$ cat src/rtl/mul_pkg.sv
// Shared types and helpers for the pipelined multiply unit and its unsigned multiplier core.
package mul_pkg;

  localparam int unsigned MUL_XLEN   = 32;
  localparam int unsigned MUL_PROD_W = 2 * MUL_XLEN;

  typedef enum logic [1:0] {
    MUL_LO  = 2'b00,
    MUL_HSS = 2'b01,
    MUL_HSU = 2'b10,
    MUL_HUU = 2'b11
  } mul_op_t;

  function automatic logic is_signed_a(input mul_op_t op);
    return op != MUL_HUU;
  endfunction

  function automatic logic is_signed_b(input mul_op_t op);
    return (op == MUL_LO) || (op == MUL_HSS);
  endfunction

  // 0x80000000 negates to itself, which is exactly its unsigned magnitude.
  function automatic logic [MUL_XLEN-1:0] magnitude(input logic [MUL_XLEN-1:0] x,
                                                     input logic              neg);
    return neg ? (~x + {{(MUL_XLEN-1){1'b0}}, 1'b1}) : x;
  endfunction

  function automatic logic [MUL_PROD_W-1:0] apply_sign(input logic [MUL_PROD_W-1:0] x,
                                                        input logic                neg);
    return neg ? (~x + {{(MUL_PROD_W-1){1'b0}}, 1'b1}) : x;
  endfunction

endpackage

$ cat src/rtl/mul_pipe_unit_booth_mul.sv
// Combinational 32x32 unsigned multiplier: radix-4 Booth partial products reduced by a
// carry-save adder chain and one final carry-propagate add.
module BoothMul
  import mul_pkg::*;
(
  input  logic [MUL_XLEN-1:0]   a_i,
  input  logic [MUL_XLEN-1:0]   b_i,
  output logic [MUL_PROD_W-1:0] prod_o,
  output logic [MUL_XLEN/2:0]   dbg_shift_o
);

  // One extra group covers the zero-extended top bit of an unsigned multiplier.
  localparam int unsigned NumPp = MUL_XLEN / 2 + 1;
  localparam int unsigned ProdW = MUL_PROD_W;
  localparam logic [ProdW-1:0] ProdOne = {{(ProdW-1){1'b0}}, 1'b1};

  logic [MUL_XLEN+2:0] b_ext;
  logic [ProdW-1:0]    pp [NumPp];

  assign b_ext = {2'b00, b_i, 1'b0};

  for (genvar g = 0; g < NumPp; g++) begin : g_pp
    logic [2:0]       grp;
    logic             one;
    logic             two;
    logic             neg;
    logic [ProdW-1:0] mult;

    assign grp = b_ext[2*g +: 3];

    always_comb begin
      one = 1'b0;
      two = 1'b0;
      neg = 1'b0;
      unique case (grp)
        3'b001, 3'b010: one = 1'b1;
        3'b011:         two = 1'b1;
        3'b100: begin
          two = 1'b1;
          neg = 1'b1;
        end
        3'b101, 3'b110: begin
          one = 1'b1;
          neg = 1'b1;
        end
        default: ;
      endcase
    end

    always_comb begin
      mult = '0;
      if (one) begin
        mult = {{(ProdW-MUL_XLEN){1'b0}}, a_i};
      end else if (two) begin
        mult = {{(ProdW-MUL_XLEN-1){1'b0}}, a_i, 1'b0};
      end
      if (neg) begin
        mult = ~mult + ProdOne;
      end
    end

    assign pp[g]          = mult << (2 * g);
    assign dbg_shift_o[g] = two;
  end

  logic [ProdW-1:0] cs_sum;
  logic [ProdW-1:0] cs_carry;
  logic [ProdW-1:0] cs_maj;

  // Sum and carry are kept modulo 2^64; dropped carries out of the top are harmless.
  always_comb begin
    cs_sum   = pp[0];
    cs_carry = '0;
    cs_maj   = '0;
    for (int i = 1; i < NumPp; i++) begin
      cs_maj   = (cs_sum & cs_carry) | (cs_sum & pp[i]) | (cs_carry & pp[i]);
      cs_sum   = cs_sum ^ cs_carry ^ pp[i];
      cs_carry = cs_maj << 1;
    end
    prod_o = cs_sum + cs_carry;
  end

endmodule

$ cat src/rtl/mul_pipe_unit.sv
// Three-stage pipelined M-extension multiply unit (magnitude / product / sign+select).
// Optional feature: define MUL_FLUSH_EN to add the flush port.
module mul_pipe_unit
  import mul_pkg::*;
#(
  parameter int unsigned TAG_W = 5
) (
  input  logic                clk,
  input  logic                rst_n,
  input  logic                in_valid,
  output logic                in_ready,
  input  logic [1:0]          in_op,
  input  logic [MUL_XLEN-1:0] in_a,
  input  logic [MUL_XLEN-1:0] in_b,
  input  logic [TAG_W-1:0]    in_tag,
  output logic                out_valid,
  input  logic                out_ready,
  output logic [MUL_XLEN-1:0] out_result,
  output logic [TAG_W-1:0]    out_tag
`ifdef MUL_FLUSH_EN
  ,
  input  logic                flush
`endif
);

  logic adv;
  logic flush_w;

`ifdef MUL_FLUSH_EN
  assign flush_w = flush;
`else
  assign flush_w = 1'b0;
`endif

  assign adv = ~out_valid | out_ready;

  // Stage A: operand magnitudes and result sign.
  logic                valid_a_q, valid_a_d;
  logic [MUL_XLEN-1:0] mag_a_q, mag_a_d;
  logic [MUL_XLEN-1:0] mag_b_q, mag_b_d;
  logic                neg_a_q, neg_a_d;
  mul_op_t             op_a_q, op_a_d;
  logic [TAG_W-1:0]    tag_a_q, tag_a_d;

  // Stage B: unsigned product.
  logic                  valid_b_q, valid_b_d;
  logic [MUL_PROD_W-1:0] prod_b_q, prod_b_d;
  logic                  neg_b_q, neg_b_d;
  mul_op_t               op_b_q, op_b_d;
  logic [TAG_W-1:0]      tag_b_q, tag_b_d;

  // Stage C: selected result word.
  logic                valid_c_q, valid_c_d;
  logic [MUL_XLEN-1:0] result_q, result_d;
  logic [TAG_W-1:0]    tag_c_q, tag_c_d;

  mul_op_t               in_op_e;
  logic                  sign_a;
  logic                  sign_b;
  logic [MUL_PROD_W-1:0] prod_raw;
  logic [MUL_PROD_W-1:0] prod_signed;

  assign in_op_e = mul_op_t'(in_op);
  assign sign_a  = is_signed_a(in_op_e) & in_a[MUL_XLEN-1];
  assign sign_b  = is_signed_b(in_op_e) & in_b[MUL_XLEN-1];

  BoothMul u_booth_mul (
    .a_i         (mag_a_q),
    .b_i         (mag_b_q),
    .prod_o      (prod_raw),
    .dbg_shift_o ()
  );

  assign prod_signed = apply_sign(prod_b_q, neg_b_q);

  // Bubbles advance like real operations; flush overrides any stall.
  always_comb begin
    valid_a_d = valid_a_q;
    valid_b_d = valid_b_q;
    valid_c_d = valid_c_q;
    if (adv) begin
      valid_a_d = in_valid;
      valid_b_d = valid_a_q;
      valid_c_d = valid_b_q;
    end
    if (flush_w) begin
      valid_a_d = 1'b0;
      valid_b_d = 1'b0;
      valid_c_d = 1'b0;
    end
  end

  always_comb begin
    mag_a_d  = mag_a_q;
    mag_b_d  = mag_b_q;
    neg_a_d  = neg_a_q;
    op_a_d   = op_a_q;
    tag_a_d  = tag_a_q;
    prod_b_d = prod_b_q;
    neg_b_d  = neg_b_q;
    op_b_d   = op_b_q;
    tag_b_d  = tag_b_q;
    result_d = result_q;
    tag_c_d  = tag_c_q;
    if (adv) begin
      mag_a_d  = magnitude(in_a, sign_a);
      mag_b_d  = magnitude(in_b, sign_b);
      neg_a_d  = sign_a ^ sign_b;
      op_a_d   = in_op_e;
      tag_a_d  = in_tag;
      prod_b_d = prod_raw;
      neg_b_d  = neg_a_q;
      op_b_d   = op_a_q;
      tag_b_d  = tag_a_q;
      result_d = (op_b_q == MUL_LO) ? prod_signed[MUL_XLEN-1:0]
                                    : prod_signed[MUL_PROD_W-1:MUL_XLEN];
      tag_c_d  = tag_b_q;
    end
  end

  always_ff @(posedge clk or negedge rst_n) begin
    if (!rst_n) begin
      valid_a_q <= 1'b0;
      valid_b_q <= 1'b0;
      valid_c_q <= 1'b0;
      result_q  <= '0;
      tag_c_q   <= '0;
    end else begin
      valid_a_q <= valid_a_d;
      valid_b_q <= valid_b_d;
      valid_c_q <= valid_c_d;
      result_q  <= result_d;
      tag_c_q   <= tag_c_d;
    end
  end

  always_ff @(posedge clk) begin
    mag_a_q  <= mag_a_d;
    mag_b_q  <= mag_b_d;
    neg_a_q  <= neg_a_d;
    op_a_q   <= op_a_d;
    tag_a_q  <= tag_a_d;
    prod_b_q <= prod_b_d;
    neg_b_q  <= neg_b_d;
    op_b_q   <= op_b_d;
    tag_b_q  <= tag_b_d;
  end

  assign in_ready   = adv;
  assign out_valid  = valid_c_q;
  assign out_result = result_q;
  assign out_tag    = tag_c_q;

endmodule
$ cat config.mk
export PLATFORM = sky130hd
export DESIGN_NAME = mul_pipe_unit
export DESIGN_NICKNAME = d
export VERILOG_FILES = /design/src/rtl/mul_pkg.sv /design/src/rtl/mul_pipe_unit_booth_mul.sv /design/src/rtl/mul_pipe_unit.sv
export SDC_FILE = /design/constraint.sdc
export NUM_CORES = 2
export LEC_CHECK = 0
export ABC_AREA = 1
export BUFFER_PORTS_ARGS = -buffer_cell sky130_fd_sc_hd__buf_2
export CAP_MARGIN = 20
export CORE_ASPECT_RATIO = 0.9
export CORE_MARGIN = 2
export CORE_UTILIZATION = 67
export CTS_CLUSTER_SIZE = 12
export DETAILED_ROUTE_END_ITERATION = 8
export PLACE_DENSITY = 0.95
export SYNTH_ARGS = -nofsm -noshare
export SYNTH_HDL_FRONTEND = slang
export SYNTH_HIERARCHICAL = 1
export SYNTH_SLANG_ARGS = --single-unit
$ cat constraint.sdc
create_clock -name clk -period 17.5 [get_ports clk]
set_input_delay 0 -clock clk [delete_from_list [all_inputs] [get_ports clk]]
set_output_delay 0 -clock clk [all_outputs]
set_load 0.02 [all_outputs]
# Word-level counts from Yosys, hierarchy flattened
# Index checks and enable logic that the tools add are counted.
dict set report op_classes {
  n_bitwise 131
  reduce_logical 50
  addsub 20
  mux 102
  n_eq_ne 95
}
# cell n
set ops {}
lappend ops {{AND 63 bit} 46}
lappend ops {{bitwise XOR 64 bit} 31}
lappend ops {{bitwise OR 63 bit} 30}
lappend ops {{2-to-1 mux 33 bit} 32}
lappend ops {{== test 3 bit (second input constant)} 45}
lappend ops {{adder 64 x 1 -> 64 bit (second input constant)} 2}
lappend ops {{2-to-1 mux 32 bit} 4}
lappend ops {{2-to-1 mux 64 bit} 2}
lappend ops {{== test 3 x 2 -> 1 bit (second input constant)} 30}
lappend ops {{adder 32 x 1 -> 32 bit (second input constant)} 2}
lappend ops {{adder 64 bit} 1}
lappend ops {{inverter 32 bit} 2}
lappend ops {{inverter 33 -> 64 bit} 1}
lappend ops {{inverter 64 bit} 1}
lappend ops {{adder 62 x 1 -> 62 bit (second input constant)} 1}
lappend ops {{2-to-1 mux 62 bit} 1}
lappend ops {{inverter 33 -> 62 bit} 1}
lappend ops {{adder 60 x 1 -> 60 bit (second input constant)} 1}
lappend ops {{2-to-1 mux 60 bit} 1}
lappend ops {{inverter 60 bit} 1}
lappend ops {{OR reduction 4 bit} 15}
lappend ops {{adder 58 x 1 -> 58 bit (second input constant)} 1}
lappend ops {{2-to-1 mux 58 bit} 1}
lappend ops {{inverter 58 bit} 1}
lappend ops {{49 further kinds} 145}
dict set report word_totals {
  ff_bits 184
  inputBits 75
}

# Longest topological paths before layout
dict set report depth {
  ltp_word 55
  mapped_depth 56
  depth_no_buf 55
}

# Cells and area by module
# Netlist, hierarchy kept.
# module cells_per_inst seq_area_each_um2 n_inst area_per_inst_um2
set by_module_without_submodules {}
lappend by_module_without_submodules {BoothMul 5383 0.0 1 39375.3}
lappend by_module_without_submodules {mul_pipe_unit 1198 5325.1 1 10007.1}

# Worst setup path before layout
# OpenSTA, ideal clock, no wires.
dict set report synth_path {
  kind {flip-flop to flip-flop}
  startpoint {register mag_b_q[1]}
  endpoint {register prod_b_q[62], data pin}
  arrival_ns 12.673
  setup_time_ns 0.276
  required_ns 17.224
  slack_ns 4.551
  stages_incl_launch_ff 54
  synth_period_minus_slack_ns 12.949
  path_cell_list {edfxtp_1 > buf_6 > nor2_4 > nor2_2 > buf_6 > inv_2 > o21ai_1 > inv_1 > ha_1 > nand3_1 > nor3_2 > nand3_2 > nor2_2 > nand3_1 > or2_4 > nor2_4 > nand4_4 > nor2_4 > (+18 left out) > fa_1 > inv_1 > ha_1 > nand2_1 > nor2_1 > inv_1 > nor3_1 > inv_1 > o21ai_0 > a21oi_1 > o21ai_0 > a21boi_0 > o21bai_1 > nand2_1 > nand2_1 > nand2_1 > o311ai_0 > xor2_1}
}
dict set report synth_between {
  elab_chain_cells 55
  word_cells_on_any_way 138
  cone_classes {add/sub: 3; eq/ne: 9; mux: 12; bitwise: 109; reduce/logical: 5}
}
# item line
set synth_lines {}
lappend synth_lines {{from (decl)} mul_pipe_unit.sv:40} ;# logic [MUL_XLEN-1:0] mag_b_q, mag_b_d;
lappend synth_lines {{from (signal assigned)} mul_pipe_unit.sv:139} ;# mag_b_q <= mag_b_d;
lappend synth_lines {{== test 3 x 2 -> 1 bit / == test 3 bit (equally long branches)} mul_pipe_unit_booth_mul.sv:35} ;# unique case (grp)
lappend synth_lines {{OR reduction 2 bit (no source line)} n/a}
lappend synth_lines {{2-to-1 mux 1 bit} mul_pipe_unit_booth_mul.sv:35}
lappend synth_lines {{2-to-1 mux 33 bit} mul_pipe_unit_booth_mul.sv:54} ;# end else if (two) begin
lappend synth_lines {{2-to-1 mux 33 bit} mul_pipe_unit_booth_mul.sv:52} ;# if (one) begin
lappend synth_lines {{inverter 33 -> 62 bit} mul_pipe_unit_booth_mul.sv:58} ;# mult = ~mult + ProdOne;
lappend synth_lines {{adder 62 x 1 -> 62 bit} mul_pipe_unit_booth_mul.sv:58}
lappend synth_lines {{2-to-1 mux 62 bit} mul_pipe_unit_booth_mul.sv:57} ;# if (neg) begin
lappend synth_lines {{(+37 left out)} n/a}
lappend synth_lines {{AND 63 bit} mul_pipe_unit_booth_mul.sv:76} ;# cs_maj = (cs_sum & cs_carry) | (cs_sum & pp[i]) | (cs_carry & pp[i]);
lappend synth_lines {{bitwise OR 63 bit (2 in series)} mul_pipe_unit_booth_mul.sv:76}
lappend synth_lines {{AND 63 bit} mul_pipe_unit_booth_mul.sv:76}
lappend synth_lines {{bitwise OR 63 bit (2 in series)} mul_pipe_unit_booth_mul.sv:76}
lappend synth_lines {{AND 63 bit} mul_pipe_unit_booth_mul.sv:76}
lappend synth_lines {{bitwise OR 63 bit (2 in series)} mul_pipe_unit_booth_mul.sv:76}
lappend synth_lines {{adder 64 bit (*)} mul_pipe_unit_booth_mul.sv:80} ;# prod_o = cs_sum + cs_carry;
lappend synth_lines {{via prod_raw[62]} mul_pipe_unit.sv:60} ;# logic [MUL_PROD_W-1:0] prod_raw;
lappend synth_lines {{to (signal assigned)} mul_pipe_unit.sv:143} ;# prod_b_q <= prod_b_d;
lappend synth_lines {{to (decl)} mul_pipe_unit.sv:47} ;# logic [MUL_PROD_W-1:0] prod_b_q, prod_b_d;
# The timed path passes the listed nets; every way through them passes the cells marked *.
# A chain may end at the register's enable or synchronous reset.

# Final worst setup path
# Ends and elaborated chain as after synthesis.

==> impl_metrics.csv <==
group,metric,value,unit
floorplan,die_h,261,um
global_route,antenna_found_initial,6,
clocking,cts.repair.resized,0,
placed_design,dp_cells,7405,
clocking,clockBufferDepth,2,
floorplan,num_io_pins,114,
timing,rsz0062_at_grt,"false",
synth,yosys_warnings,6,
timing,finalClockSkew,0.0248,ns
critical_path,cpMostUsedCell,"fa_1",
finish,nets,7541,
finish,layout_common_cells,"1192 x nand2_1, 909 x nor2_1, 806 x inv_1, 676 x fa_1, 370 x o22ai_1",
critical_path,r2r_cells,52,
critical_path,r2r-end,"prod_b_q[62]",
timing,final.min_clock_period,15.24,ns
finish,mostFrequentLayoutCell,"nand2_1",
global_route,grt_pass1_vias,46200,
critical_path,r2r-start,"mag_b_q[1]",
detailed_routing,routed_wl,165000,um
critical_path,crit_required,17.77,ns
timing,slew_headroom,22.3,%
detailed_routing,drc,0,
synth,synth_cells,6556,
clocking,clk_pin_slew,0.09,ns
hold_path,whs_path_depth,3,
synth,syn-mean-instance-area,7.51,um2
floorplan,design.die.area,75700,um2
global_route,overflow,0,
global_route,grt_use_total,43.0,%
floorplan,initial_core_util,67.5,%
detailed_routing,vias,48700,
floorplan,fp.coreArea,72900,um2
finish,drive_above_1_share,6.54,%
critical_path,ff2ff_setup_slack,2.26,ns
flow_run,max-cap-violations,0,
clocking,cts_buffers,17,
critical_path,crit_path_top_delay_cell,"nand2_1",
timing,tightest_slew,1.15,ns
placed_design,port_buffers,113,
detailed_routing,routedWlPerCell,22.0,um
floorplan,die_w,290,um
critical_path,critPathKind,"flop to flop",
hold_path,min_from,"in_b[1]",
critical_path,cp-end-kind,"flop",
detailed_routing,dr.pass1.iters,8,
clocking,clock_sinks,184,
timing,finalCritPeriodShare,87.1,%
finish,stdcell_count,7522,
status,status,"finished, final reports clean",
synth,syn-cell-area,49200,um2
clocking,cts_tree,"built",
timing,fmax,65.6,MHz
clocking,clock_latency,0.54,ns
critical_path,crit_fanout,32,
detailed_routing,dr.first_iter.drc_count,7328,
timing,setup_tns,0,ns
timing,final_hold_viol_count,0,
hold_path,min_delay_worst_endpoint,"mag_b_q[1]",
clocking,clockRootBuffer,"clkbuf_16",
global_route,grt_max_degree,90,
timing,setup_viol,0,
floorplan,num_rows,94,
finish,syn2layout_area_growth,4.80,%
clocking,post_cts_buffers,0,
critical_path,cpPeakStageDelay,0.62,ns
placed_design,dp_hpwl,131000,um
timing,drv_slew,0,
hold_path,min-delay-path-class,"input pin to flop",
detailed_routing,antenna_left,0,
clocking,cts.htree.levels,4,
global_route,grt_first_pass_wirelength,252000,um
critical_path,worstPathArrival,15.51,ns
critical_path,cp-start-kind,"flop",
synth,synth_nets,7552,
detailed_routing,vias_per_cell,6.48,
placed_design,place_congestion,1.02,
==> flip-flops by register name, summed over array words and instances (netlist names), 2 cells and up <==
register	cells
mag_a_q	32
mag_b_q	32
op_a_q	2
op_b_q	2
out_result	32
out_tag	5
prod_b_q	64
tag_a_q	5
tag_b_q	5
==> cell type report <==
| cell class | instances | area (um2) |
|---|---|---|
| multi-input cells | 5218 | 39200 |
| fillers | 5632 | 21300 |
| flip-flops and latches | 184 | 5330 |
| inverters | 855 | 3220 |
| repair buffers | 269 | 1970 |
| well taps | 960 | 1200 |
| clock buffers | 19 | 464 |
| clock inverters | 13 | 146 |
| diodes | 4 | 10.0 |
==> stage by stage <==
stage	worst slack [ns]	hold WS, ns	util (%)	cell area, um2
6_report	2.26	0.123	70.7	51600
5_1_grt	1.39	0.190	70.7	51600
3_5_place_dp	2.50	0.178	68.7	50100
3_3_place_gp	2.74	0.170	68.7	50100
2_1_floorplan	4.55	-0.296	-	49200
4_1_cts	2.45	0.114	70.7	51500
==> worst max path at each step <==
| stage | start | slack (ns) | cells after the start | end |
|---|---|---|---|---|
| global placement | mag_b_q[1] | 2.74 | 51 | prod_b_q[62] |
| detailed placement | mag_b_q[1] | 2.50 | 52 | prod_b_q[62] |
| global route | mag_b_q[1] | 1.39 | 52 | prod_b_q[62] |
| CTS | mag_b_q[1] | 2.45 | 52 | prod_b_q[62] |
| floorplan | mag_b_q[1] | 4.55 | 53 | prod_b_q[62] |
| finish | mag_b_q[1] | 2.26 | 52 | prod_b_q[62] |
==> critical path, delay by kind of cell, from the launching register on <==
kind / cells / cell delay [ns]
AO/OA/AOI/OAI: 10 / 1.67
XOR/XNOR: 2 / 0.37
adder cells (fa/ha/maj): 18 / 8.66
buffers and inverters: 5 / 0.74
flip-flops: 1 / 0.36
AND/OR/NAND/NOR: 17 / 3.15
==> what timing repair did <==
item,in CTS,in global routing
endpoints found under the hold margin,115,0
hold buffers,79,0
setup endpoints to repair,0,0
==> routing by layer <==
metal	vias up	wire, um	track usage (%)
li1	21100	-	-
met1	22800	60500	57.0
met2	4096	68600	62.1
met3	703	24400	13.2
met4	8	11800	25.6
met5	-	59	0
Power is left out: the tool's default activity adds up to more than one toggle a clock period on the data nets, which glitch-free logic cannot reach.
